**config.mk**
```make
export PLATFORM = sky130hd
export DESIGN_NAME = ula
export DESIGN_NICKNAME = d
export VERILOG_FILES = /design/src/rtl/ula.sv
export SDC_FILE = /design/constraint.sdc
export NUM_CORES = 1
export LEC_CHECK = 0
export CORE_AREA = 2 2 128 130
export CTS_CLUSTER_DIAMETER = 120
export CTS_CLUSTER_SIZE = 24
export DETAILED_ROUTE_END_ITERATION = 8
export DIE_AREA = 0 0 130 132
export PLACE_DENSITY = 0.83
export SYNTH_ARGS = -nofsm -noshare
export SYNTH_HDL_FRONTEND = slang
export SYNTH_SLANG_ARGS = --single-unit
```
**constraint.sdc**
```tcl
create_clock -name clk -period 1.1 [get_ports clk]
set_input_delay 0.22 -clock clk [delete_from_list [all_inputs] [get_ports clk]]
set_output_delay 0.22 -clock clk [all_outputs]
set_load 0.01 [all_outputs]
```
**src/rtl/ula.sv**
```systemverilog
// ---------------------------------------------------------------------------
// ula -- registered single-cycle arithmetic/logic unit
//
// Computes one of ten integer operations on two WIDTH-bit operands and
// registers the result. Every rising clock edge loads a new result; there
// is no handshake and no combinational path from inputs to outputs.
//
// Ports
//   clk         rising-edge clock
//   rst_n       asynchronous active-low reset (data_out -> 0, zero_out -> 1)
//   data1_in    operand A (value being shifted for shift operations)
//   data2_in    operand B (bits [4:0] give the shift amount for shifts)
//   select_ula  operation select:
//                 0001 ADD  0010 SUB  0011 SLL  0100 SLT  0101 SLTU
//                 0110 SRL  0111 SRA  1000 XOR  1001 OR   1010 AND
//                 any other code yields zero
//   data_out    registered result
//   zero_out    registered "result is zero" flag; exists only when the
//               macro ULA_ZERO_FLAG_EN is defined
//
// Configuration macro: ULA_ZERO_FLAG_EN
// ---------------------------------------------------------------------------
module ula #(
    parameter int unsigned WIDTH = 32
) (
    input  logic             clk,
    input  logic             rst_n,
    input  logic [WIDTH-1:0] data1_in,
    input  logic [WIDTH-1:0] data2_in,
    input  logic [3:0]       select_ula,
    output logic [WIDTH-1:0] data_out
`ifdef ULA_ZERO_FLAG_EN
    ,
    output logic             zero_out
`endif
);

    typedef enum logic [3:0] {
        OP_ADD  = 4'b0001,
        OP_SUB  = 4'b0010,
        OP_SLL  = 4'b0011,
        OP_SLT  = 4'b0100,
        OP_SLTU = 4'b0101,
        OP_SRL  = 4'b0110,
        OP_SRA  = 4'b0111,
        OP_XOR  = 4'b1000,
        OP_OR   = 4'b1001,
        OP_AND  = 4'b1010
    } op_t;

    op_t              op;
    logic [4:0]       shamt;
    logic [WIDTH-1:0] result;

    always_comb begin
        op     = op_t'(select_ula);
        // Only the low five bits of B count, so a shift by 32 acts as 0.
        shamt  = data2_in[4:0];
        result = '0;
        case (op)
            OP_ADD:  result = data1_in + data2_in;
            OP_SUB:  result = data1_in - data2_in;
            OP_SLL:  result = data1_in << shamt;
            OP_SLT:  result = {{(WIDTH-1){1'b0}},
                               ($signed(data1_in) < $signed(data2_in))};
            OP_SLTU: result = {{(WIDTH-1){1'b0}}, (data1_in < data2_in)};
            OP_SRL:  result = data1_in >> shamt;
            OP_SRA:  result = $signed(data1_in) >>> shamt;
            OP_XOR:  result = data1_in ^ data2_in;
            OP_OR:   result = data1_in | data2_in;
            OP_AND:  result = data1_in & data2_in;
            default: result = '0;
        endcase
    end

    always_ff @(posedge clk or negedge rst_n) begin
        if (!rst_n) begin
            data_out <= '0;
        end else begin
            data_out <= result;
        end
    end

`ifdef ULA_ZERO_FLAG_EN
    // Reset value 1 matches the reset value 0 held in data_out.
    always_ff @(posedge clk or negedge rst_n) begin
        if (!rst_n) begin
            zero_out <= 1'b1;
        end else begin
            zero_out <= (result == '0);
        end
    end
`endif

endmodule

```
==> results of run 1 <==
==> through the flow <==
stage | instance area, µm² | utilization [%] | setup TNS [ps]
2_1_floorplan | 9930 | - | -44620
3_3_place_gp | 13800 | 88.0 | -62580
3_5_place_dp | 13800 | 88.0 | -67710
==> synth_stat cells, types with 18 or more instances <==
cell type  instances  area share [%]
a221oi_1          21             2.0
inv_1             93             3.7
nor3_1            29             1.5
clkbuf_1          79             3.2
a21oi_1          136             7.3
ha_1              97              13
dfrtp_1           32             8.5
nor2_1           159             6.4
nand3_1           25             1.3
o21ai_0           97             5.2
mux2i_1           53             5.7
a211oi_1          24             1.9
o211ai_1          18             1.4
mux4_2            27             6.5
nand2_1          102             4.1
==> cell families after synthesis <==
logic type | share of synthesized area [%]
compound gates | 35.3
simple gates | 19.7
buf+inv | 8.41
fa+ha+maj | 13.4
mux | 14.2
flops | 8.53
xor+xnor | 0.560
==> results.json, run 1 <==
{
  "start_util_pct": 59.7,
  "routabilityCongestion": 1.12,
  "synth_async_sr_flop_share_pct": 100,
  "num_rows": 46,
  "synthCells": 1341,
  "dp_hpwl_um": 38900,
  "fp.dieH_um": 132,
  "post-place-ws_ps": -2540,
  "ys_seq_area_share_pct": 8.53,
  "portBuffers": 101,
  "dp_cells": 1981,
  "root_buffer": "clkbuf_16",
  "clock_sinks": 32,
  "status": "did not finish",
  "io_pins": 102,
  "cts_setup_buffers": 60,
  "netlist_area_um2": 9390,
  "synth_nets": 1510,
  "yosys_register_bits": 32,
  "die_w_um": 130,
  "postCtsHoldBufs": 1,
  "syn_area_per_cell_um2": 7.00,
  "clockBufferDepth": 2,
  "ys.flop_type": "dfrtp_1",
  "post_cts_resized": 562,
  "cts-htree-levels": 2,
  "lastStage": "4_1_cts",
  "tool.error": "[ERROR DPL-0038] Utilization greater than 100%, impossible to legalize",
  "synth_cell_types": 87,
  "synth_edf_count": 0,
  "cts_buffers": 5,
  "yosysWarnings": 0
}
==> run 2: changes to the inputs <==
==> config.mk (replaced) <==
export PLATFORM = sky130hd
export DESIGN_NAME = ula
export DESIGN_NICKNAME = d
export VERILOG_FILES = /design/src/rtl/ula.sv
export SDC_FILE = /design/constraint.sdc
export NUM_CORES = 1
export LEC_CHECK = 0
export CORE_AREA = 2 2 157 159
export DETAILED_ROUTE_END_ITERATION = 8
export DIE_AREA = 0 0 159 161
export PLACE_DENSITY_LB_ADDON = 0.15
export SYNTH_ARGS = -nofsm -noshare
export SYNTH_HDL_FRONTEND = slang
export SYNTH_SLANG_ARGS = --single-unit
==> run 2 against run 1 <==
Effect of this change: synthesized cell count unchanged; the flow now finishes, with violations (setup timing); area after synthesis unchanged.
==> results.json, run 2 <==
{
  "die_area_um2": 25600,
  "crit_arrival_ps": 2930,
  "setup_viol": 32,
  "io_pins": 102,
  "maxSlewViolCount": 0,
  "yosysMostFrequentCell": "nor2_1",
  "synth_edf_count": 0,
  "period_minus_slack_ps": 2800,
  "fp.dieH_um": 161,
  "cts_buffers": 5,
  "intPower_mw": 6.32,
  "dp_cells": 2131,
  "clock_sinks": 32,
  "clockBufferDepth": 2,
  "antenna_found_initial": 0,
  "synth_top_cell_by_area": "ha_1",
  "switching_share_pct": 45.2,
  "yosys_register_bits": 32,
  "area_delta_synth_final_pct": 81.6,
  "endpoint_kind": "register",
  "power.leakage_nw": 7.59,
  "cts_tree": "yes",
  "grt_pass1_wl_um": 78200,
  "timing.final.crit_share_pct": 255,
  "p_sw_mw": 5.21,
  "grt_max_degree": 80,
  "yosys-top-cells-area": "ha_1, dfrtp_1, a21oi_1",
  "regMostFlops": "data_out",
  "pwr-share-comb_pct": 75.5,
  "crit_required_ps": 1220,
  "drive_gt1_share_pct": 52.7,
  "hold_path.class": "input port to register",
  "num_rows": 57,
  "drt_drc_violations_left": 0,
  "fin_area_um2": 17100,
  "fill_cells": 1927,
  "synth.top_cell.area_share_pct": 12.9,
  "final_common_cell": "buf_4",
  "synthCells": 1341,
  "max_slew.worst_pin.slew_ps": 936,
  "grt_util_all_layers_pct": 39.6,
  "largest_reg_flops": 32,
  "routabilityCongestion": 1.04,
  "pwr-share-clk_pct": 12.4,
  "wl_per_cell_um": 23.8,
  "cts-htree-levels": 2,
  "syn_area_per_cell_um2": 7.00,
  "grt_overflow_total": 0,
  "portBuffers": 101,
  "path_common_cell": "buf_6",
  "slew-limit-headroom_pct": 37.6,
  "ys_top_cells_by_count": "nor2_1, a21oi_1, nand2_1, ha_1, o21ai_0",
  "violations": "setup timing",
  "dp_hpwl_um": 39700,
  "fin_tns_setup_ps": -44850,
  "first_pass_iters": 6,
  "root_buffer": "clkbuf_16",
  "power_frac_seq_pct": 12.1,
  "vdd_drop_max_mv": 0.523,
  "ys_seq_area_share_pct": 8.53,
  "viasPerCell": 6.12,
  "netlist_area_um2": 9390,
  "hold_viol": 0,
  "drt_iter0_markers": 1397,
  "fin_cells": 2221,
  "via_count": 13600,
  "synth_async_sr_flop_share_pct": 100,
  "clkSlewWorstSetupHoldPaths_ps": 60,
  "critPathMaxStageDelay_ps": 420,
  "cp_max_fo": 5,
  "ys.flop_type": "dfrtp_1",
  "timing.final.ws_setup_ps": -1700,
  "coreArea_um2": 24000,
  "rsz0062_at_grt": "true",
  "fin_nets": 2066,
  "status": "complete, but fails checks",
  "layout_common_cells": "buf_4, nor2_1, nand2_1",
  "antenna_left": 0,
  "synth_cell_types": 87,
  "final_util_pct": 71.2,
  "yosysWarnings": 0,
  "die_w_um": 159,
  "fmaxAchievable_mhz": 357,
  "synth_nets": 1510,
  "start_kind": "input port",
  "crit_slowest_cell": "or4_4",
  "start_util_pct": 39.2,
  "crit_chain": "buf_8, buf_6, inv_4, ha_4, inv_2, fa_2, nand2b_4, a21oi_4, o21a_2, buf_6, or4_4, a31o_4, a31oi_4, o22ai_1, o2bb2ai_1, o2111ai_2",
  "power_density_nw_per_um2": 676,
  "wirelength_um": 52900,
  "first_global_vias": 13100,
  "reg_top3": "data_out: 32 flops",
  "cap_violations": 0,
  "crit_type": "input port to register",
  "antennaDiodeCount": 0,
  "postPlaceCellArea_um2": 14300
}
## run 2: cell counts after synthesis
No cell type changed its count.
## run 2: logic make-up (layout without fill, tap and decap cells)
logic type      after synthesis  in the layout  synth area share (%)
simple gates                405            405                  19.7
flops                        32             32                  8.53
fa+ha+maj                    99             99                  13.4
mux                          96             96                  14.2
buf+inv                     204            760                  8.41
compound gates              499            499                  35.3
xor+xnor                      6              6                 0.560
## run 2: path summary, 6_finish.rpt
kind / startpoint / endpoint / cells after the start
worst min-delay path: data2_in[2] / data_out[2]$_DFF_PN0_ / 4
min in group asynchronous: rst_n / data_out[31]$_DFF_PN0_ / 3
worst max-delay path: data1_in[0] / data_out[26]$_DFF_PN0_ / 16
max in group asynchronous: rst_n / data_out[10]$_DFF_PN0_ / 3
## run 2: power groups by stage
stage | Clock (mW) | Combinational, mW | Sequential [mW]
after floorplan | 0 | 3.35 | 1.50
after global placement | 0 | 6.93 | 1.42
after detailed placement | 0 | 6.96 | 1.42
after CTS | 1.44 | 8.02 | 1.40
after global routing | 1.48 | 9.14 | 1.41
final | 1.43 | 8.70 | 1.40
## run 2: final cells by class
| class | count | area (µm²) | share of cell area [%] |
|---|---|---|---|
| clock inverters | 1 | 5.00 | 0.0294 |
| repair buffers | 655 | 5490 | 32.2 |
| clock buffers | 6 | 129 | 0.756 |
| well taps | 324 | 405 | 2.38 |
| flip-flops and latches | 32 | 801 | 4.70 |
| inverters | 98 | 428 | 2.51 |
| multi-input cells | 1105 | 9800 | 57.5 |
## run 2: critical path: cells and delay by family
kind	cells	cell delay [ps]
AOI/OAI and AO/OA	7	1280
and+or+nand+nor	2	510
buffers and inverters	5	420
adders and majority gates	2	490
## run 2: what timing repair did
action                                  4_1_cts  5_1_grt
endpoints found under the hold margin        32        0
hold buffers                                  1        0
pin swaps                                   133      107
buffers inserted                             68       22
cloned                                        3        0
resized for setup                           559      178
endpoints found under the setup margin       64       46
## run 2: layer usage
| layer | part of all wire, % | GRT usage (%) | wire [µm] | vias up |
|---|---|---|---|---|
| met2 | 44 | 62.6 | 23100 | 831 |
| met4 | 8.3 | 26.0 | 4370 | 0 |
| met3 | 9.2 | 6.93 | 4840 | 218 |
| met5 | 0 | 0 | 0 | - |
| li1 | - | - | - | 6098 |
| met1 | 39 | 49.9 | 20600 | 6448 |
## run 2: metrics by stage
step | hold WS, ps | setup slack [ps] | power [mW]
global route | 409 | -1730 | 12.0
finish | 387 | -1700 | 11.5
floorplan | -75.6 | -1850 | 4.85
CTS | 382 | -1750 | 10.9
detailed placement | 208 | -2670 | 8.38
global placement | 206 | -2640 | 8.35
(Power assumes the default switching activity.)
==> run 3: changes to the inputs <==
--- a/config.mk
+++ b/config.mk
@@ -8,6 +8,7 @@
 export CORE_AREA = 2 2 157 159
 export DETAILED_ROUTE_END_ITERATION = 8
 export DIE_AREA = 0 0 159 161
+export MAX_ROUTING_LAYER = met4
 export PLACE_DENSITY_LB_ADDON = 0.15
 export SYNTH_ARGS = -nofsm -noshare
 export SYNTH_HDL_FRONTEND = slang
==> run 3 against run 2 <==
Effect of this change: cell area is 0.66% lower; die area stayed put; the run still ends with setup timing left; core utilization is 0.47 points lower; combinational power is 1% lower; fmax is 3.7% higher; critical path depth stayed put.
==> results.json, run 3 (synthesized netlist as in run 2, its figures left out) <==
{
  "status": "complete, but fails checks",
  "violations": "setup timing",
  "slew-limit-headroom_pct": 40.5,
  "endpoint_kind": "register",
  "timing.final.crit_share_pct": 246,
  "wirelength_um": 52400,
  "crit_family": "compound AO/OA/AOI/OAI gates",
  "final_common_cell": "buf_4",
  "area_delta_synth_final_pct": 80.4,
  "power_density_nw_per_um2": 675,
  "path_common_cell": "buf_6",
  "dp_hpwl_um": 39900,
  "die_area_um2": 25600,
  "start_kind": "input port",
  "fmaxAchievable_mhz": 370,
  "rsz0062_at_grt": "true",
  "antenna_left": 0,
  "grt_overflow_total": 0,
  "crit_type": "input port to register",
  "routabilityCongestion": 1.07,
  "path_buf_inv": 5,
  "first_global_vias": 13300,
  "largest_reg_flops": 32,
  "cp_max_fo": 6,
  "clockBufferDepth": 2,
  "timing.final.ws_setup_ps": -1600,
  "max_slew.worst_pin.slew_ps": 892,
  "period_minus_slack_ps": 2700,
  "coreArea_um2": 24000,
  "dp_cells": 2138,
  "hold_path.class": "input port to register",
  "maxSlewViolCount": 0,
  "hold_viol": 0,
  "first_pass_iters": 5,
  "final_util_pct": 70.7,
  "grt_util_all_layers_pct": 41.1,
  "crit_required_ps": 1330,
  "drt_iter0_markers": 1382,
  "antenna_found_initial": 1,
  "drt_drc_violations_left": 0,
  "fin_hold_ws_ps": 395,
  "portBuffers": 101,
  "setup_viol": 32,
  "fp.dieH_um": 161,
  "wl_per_cell_um": 23.5,
  "fin_cells": 2231,
  "power.leakage_nw": 7.66,
  "drive_gt1_share_pct": 51.3,
  "critPathMaxStageDelay_ps": 420,
  "cts-htree-levels": 2,
  "via_count": 13500,
  "viasPerCell": 6.04,
  "fin_nets": 2075,
  "crit_chain": "buf_8, buf_6, inv_4, ha_4, inv_2, fa_2, nand2b_4, a21oi_4, o21a_4, buf_6, or4_4, a31o_4, a211o_1, o211a_1, a31oi_1, or3_4",
  "regMostFlops": "data_out",
  "cap_violations": 0,
  "crit_arrival_ps": 2940,
  "start_util_pct": 39.2,
  "grt_pass1_wl_um": 79300,
  "root_buffer": "clkbuf_16",
  "die_w_um": 159,
  "clock_sinks": 32,
  "io_pins": 102,
  "cts_buffers": 5,
  "num_rows": 57,
  "cts_tree": "yes",
  "layout_common_cells": "buf_4, nor2_1, nand2_1",
  "reg_top3": "data_out: 32 flops",
  "vdd_drop_max_mv": 0.503,
  "clkSlewWorstSetupHoldPaths_ps": 60,
  "grt_max_degree": 80,
  "crit_slowest_cell": "or4_4"
}
-- run 3: changes by cell type in the layout (fill, tap and decap cells not counted), sizes merged --
cell and delta:
clkinv -1, clkdlybuf4s50 -1, dlymetal6s2s +1, diode +1, clkbuf -8, dlygate4sd2 +4, clkdlybuf4s15 +1, inv +1
buf +11, bufbuf +1
-- run 3: what timing repair did --
item / CTS / global route
resized for setup: 566 / 114
hold endpoints to repair: 32 / 0
pin swaps: 139 / 93
gates cloned: 3 / 0
buffers inserted: 73 / 23
hold buffers: 1 / 0
endpoints found under the setup margin: 64 / 39
-- run 3: final timing paths --
kind | depth (start not counted) | end | slack, ps | from
max in group asynchronous | 3 | data_out[14]$_DFF_PN0_ | 400 | rst_n
setup / recovery | 16 | data_out[18]$_DFF_PN0_ | -1600 | data1_in[0]
min in group asynchronous | 3 | data_out[0]$_DFF_PN0_ | 450 | rst_n
hold / removal | 4 | data_out[2]$_DFF_PN0_ | 390 | data2_in[2]
-- run 3: metal layers --
metal	track usage (%)	wire, µm
met3	6.14	4040
met5	-	0
met4	25.2	3950
met1	51.4	21200
met2	62.9	23200
-- run 3: where the power goes --
part / switching [mW] / internal [mW]
registers: 0.0550 / 1.34
clock network: 0.601 / 0.825
logic: 4.47 / 4.13
total: 5.13 / 6.30
-- run 3: cell type report --
class | instances | area [µm²]
repair buffers | 664 | 5580
inverters | 98 | 435
clock buffers | 6 | 129
diodes | 1 | 2.50
multi-input cells | 1105 | 9580
clock inverters | 1 | 5.00
well taps | 324 | 405
fillers | 2004 | 7020
flip-flops and latches | 32 | 801
-- run 3: through the flow --
step | cell area (µm²) | setup slack (ps) | power [mW] | setup TNS (ps)
final | 16900 | -1600 | 11.4 | -44230
after detailed placement | 14400 | -2630 | 8.42 | -68860
after global placement | 14400 | -2650 | 8.39 | -67730
after global routing | 16900 | -1670 | 12.0 | -46430
after floorplan | 9930 | -1850 | 4.85 | -44620
after CTS | 16400 | -1640 | 10.9 | -43510
==> run 4: changes to the inputs <==
--- a/config.mk
+++ b/config.mk
@@ -5,9 +5,9 @@
 export SDC_FILE = /design/constraint.sdc
 export NUM_CORES = 1
 export LEC_CHECK = 0
-export CORE_AREA = 2 2 157 159
+export CORE_AREA = 2 2 129 131
 export DETAILED_ROUTE_END_ITERATION = 8
-export DIE_AREA = 0 0 159 161
+export DIE_AREA = 0 0 131 133
 export MAX_ROUTING_LAYER = met4
 export PLACE_DENSITY_LB_ADDON = 0.15
 export SYNTH_ARGS = -nofsm -noshare
==> constraint.sdc (replaced) <==
create_clock -name clk -period 1.1 [get_ports clk]
set_input_delay 0.22 -clock clk [delete_from_list [all_inputs] [get_ports clk]]
set_output_delay 0.22 -clock clk [all_outputs]
set_load 0.005 [all_outputs]
==> run 4 against run 3 <==
Effect of this change: the run now fails in 4_1_cts; synthesized cell count is the same; area after synthesis unchanged.
==> results.json, run 4 <==
{
  "status": "did not finish",
  "lastStage": "4_1_cts",
  "tool.error": "[ERROR DPL-0033] detailed placement checks failed during check placement.",
  "synth_edf_count": 0,
  "io_pins": 102,
  "clock_sinks": 32,
  "num_rows": 47,
  "yosysWarnings": 0,
  "fp.dieH_um": 133,
  "post_cts_resized": 555,
  "die_w_um": 131,
  "synth.top_cell.area_share_pct": 12.9,
  "cts-htree-levels": 2,
  "syn_area_per_cell_um2": 7.00,
  "routabilityCongestion": 1.17,
  "root_buffer": "clkbuf_16",
  "synth_nets": 1510,
  "postCtsHoldBufs": 1,
  "synth_cell_types": 87,
  "synth_async_sr_flop_share_pct": 100,
  "start_util_pct": 58.1,
  "ys_top_cells_by_count": "nor2_1, a21oi_1, nand2_1, ha_1, o21ai_0",
  "synth_top_cell_by_area": "ha_1",
  "clockBufferDepth": 2,
  "cts_setup_buffers": 59,
  "portBuffers": 101,
  "yosys-top-cells-area": "ha_1, dfrtp_1, a21oi_1",
  "cts_buffers": 5,
  "yosysMostFrequentCell": "nor2_1",
  "ys.flop_type": "dfrtp_1",
  "postPlaceCellArea_um2": 14000,
  "dp_hpwl_um": 36700,
  "ys_seq_area_share_pct": 8.53,
  "netlist_area_um2": 9390,
  "yosys_register_bits": 32,
  "synthCells": 1341
}
run 4: cell counts after synthesis:
No cell type changed its count.
run 4: logic make-up after synthesis:
family | count (synthesis) | share of synthesized area (%)
xor+xnor | 6 | 0.560
flops | 32 | 8.53
simple gates | 405 | 19.7
compound gates | 499 | 35.3
fa+ha+maj | 99 | 13.4
mux | 96 | 14.2
buf+inv | 204 | 8.41
run 4: through the flow:
step	setup WS, ps	cells	setup TNS (ps)
global placement	-2390	2003	-62990
detailed placement	-2470	2003	-66540
floorplan	-1850	1341	-44620
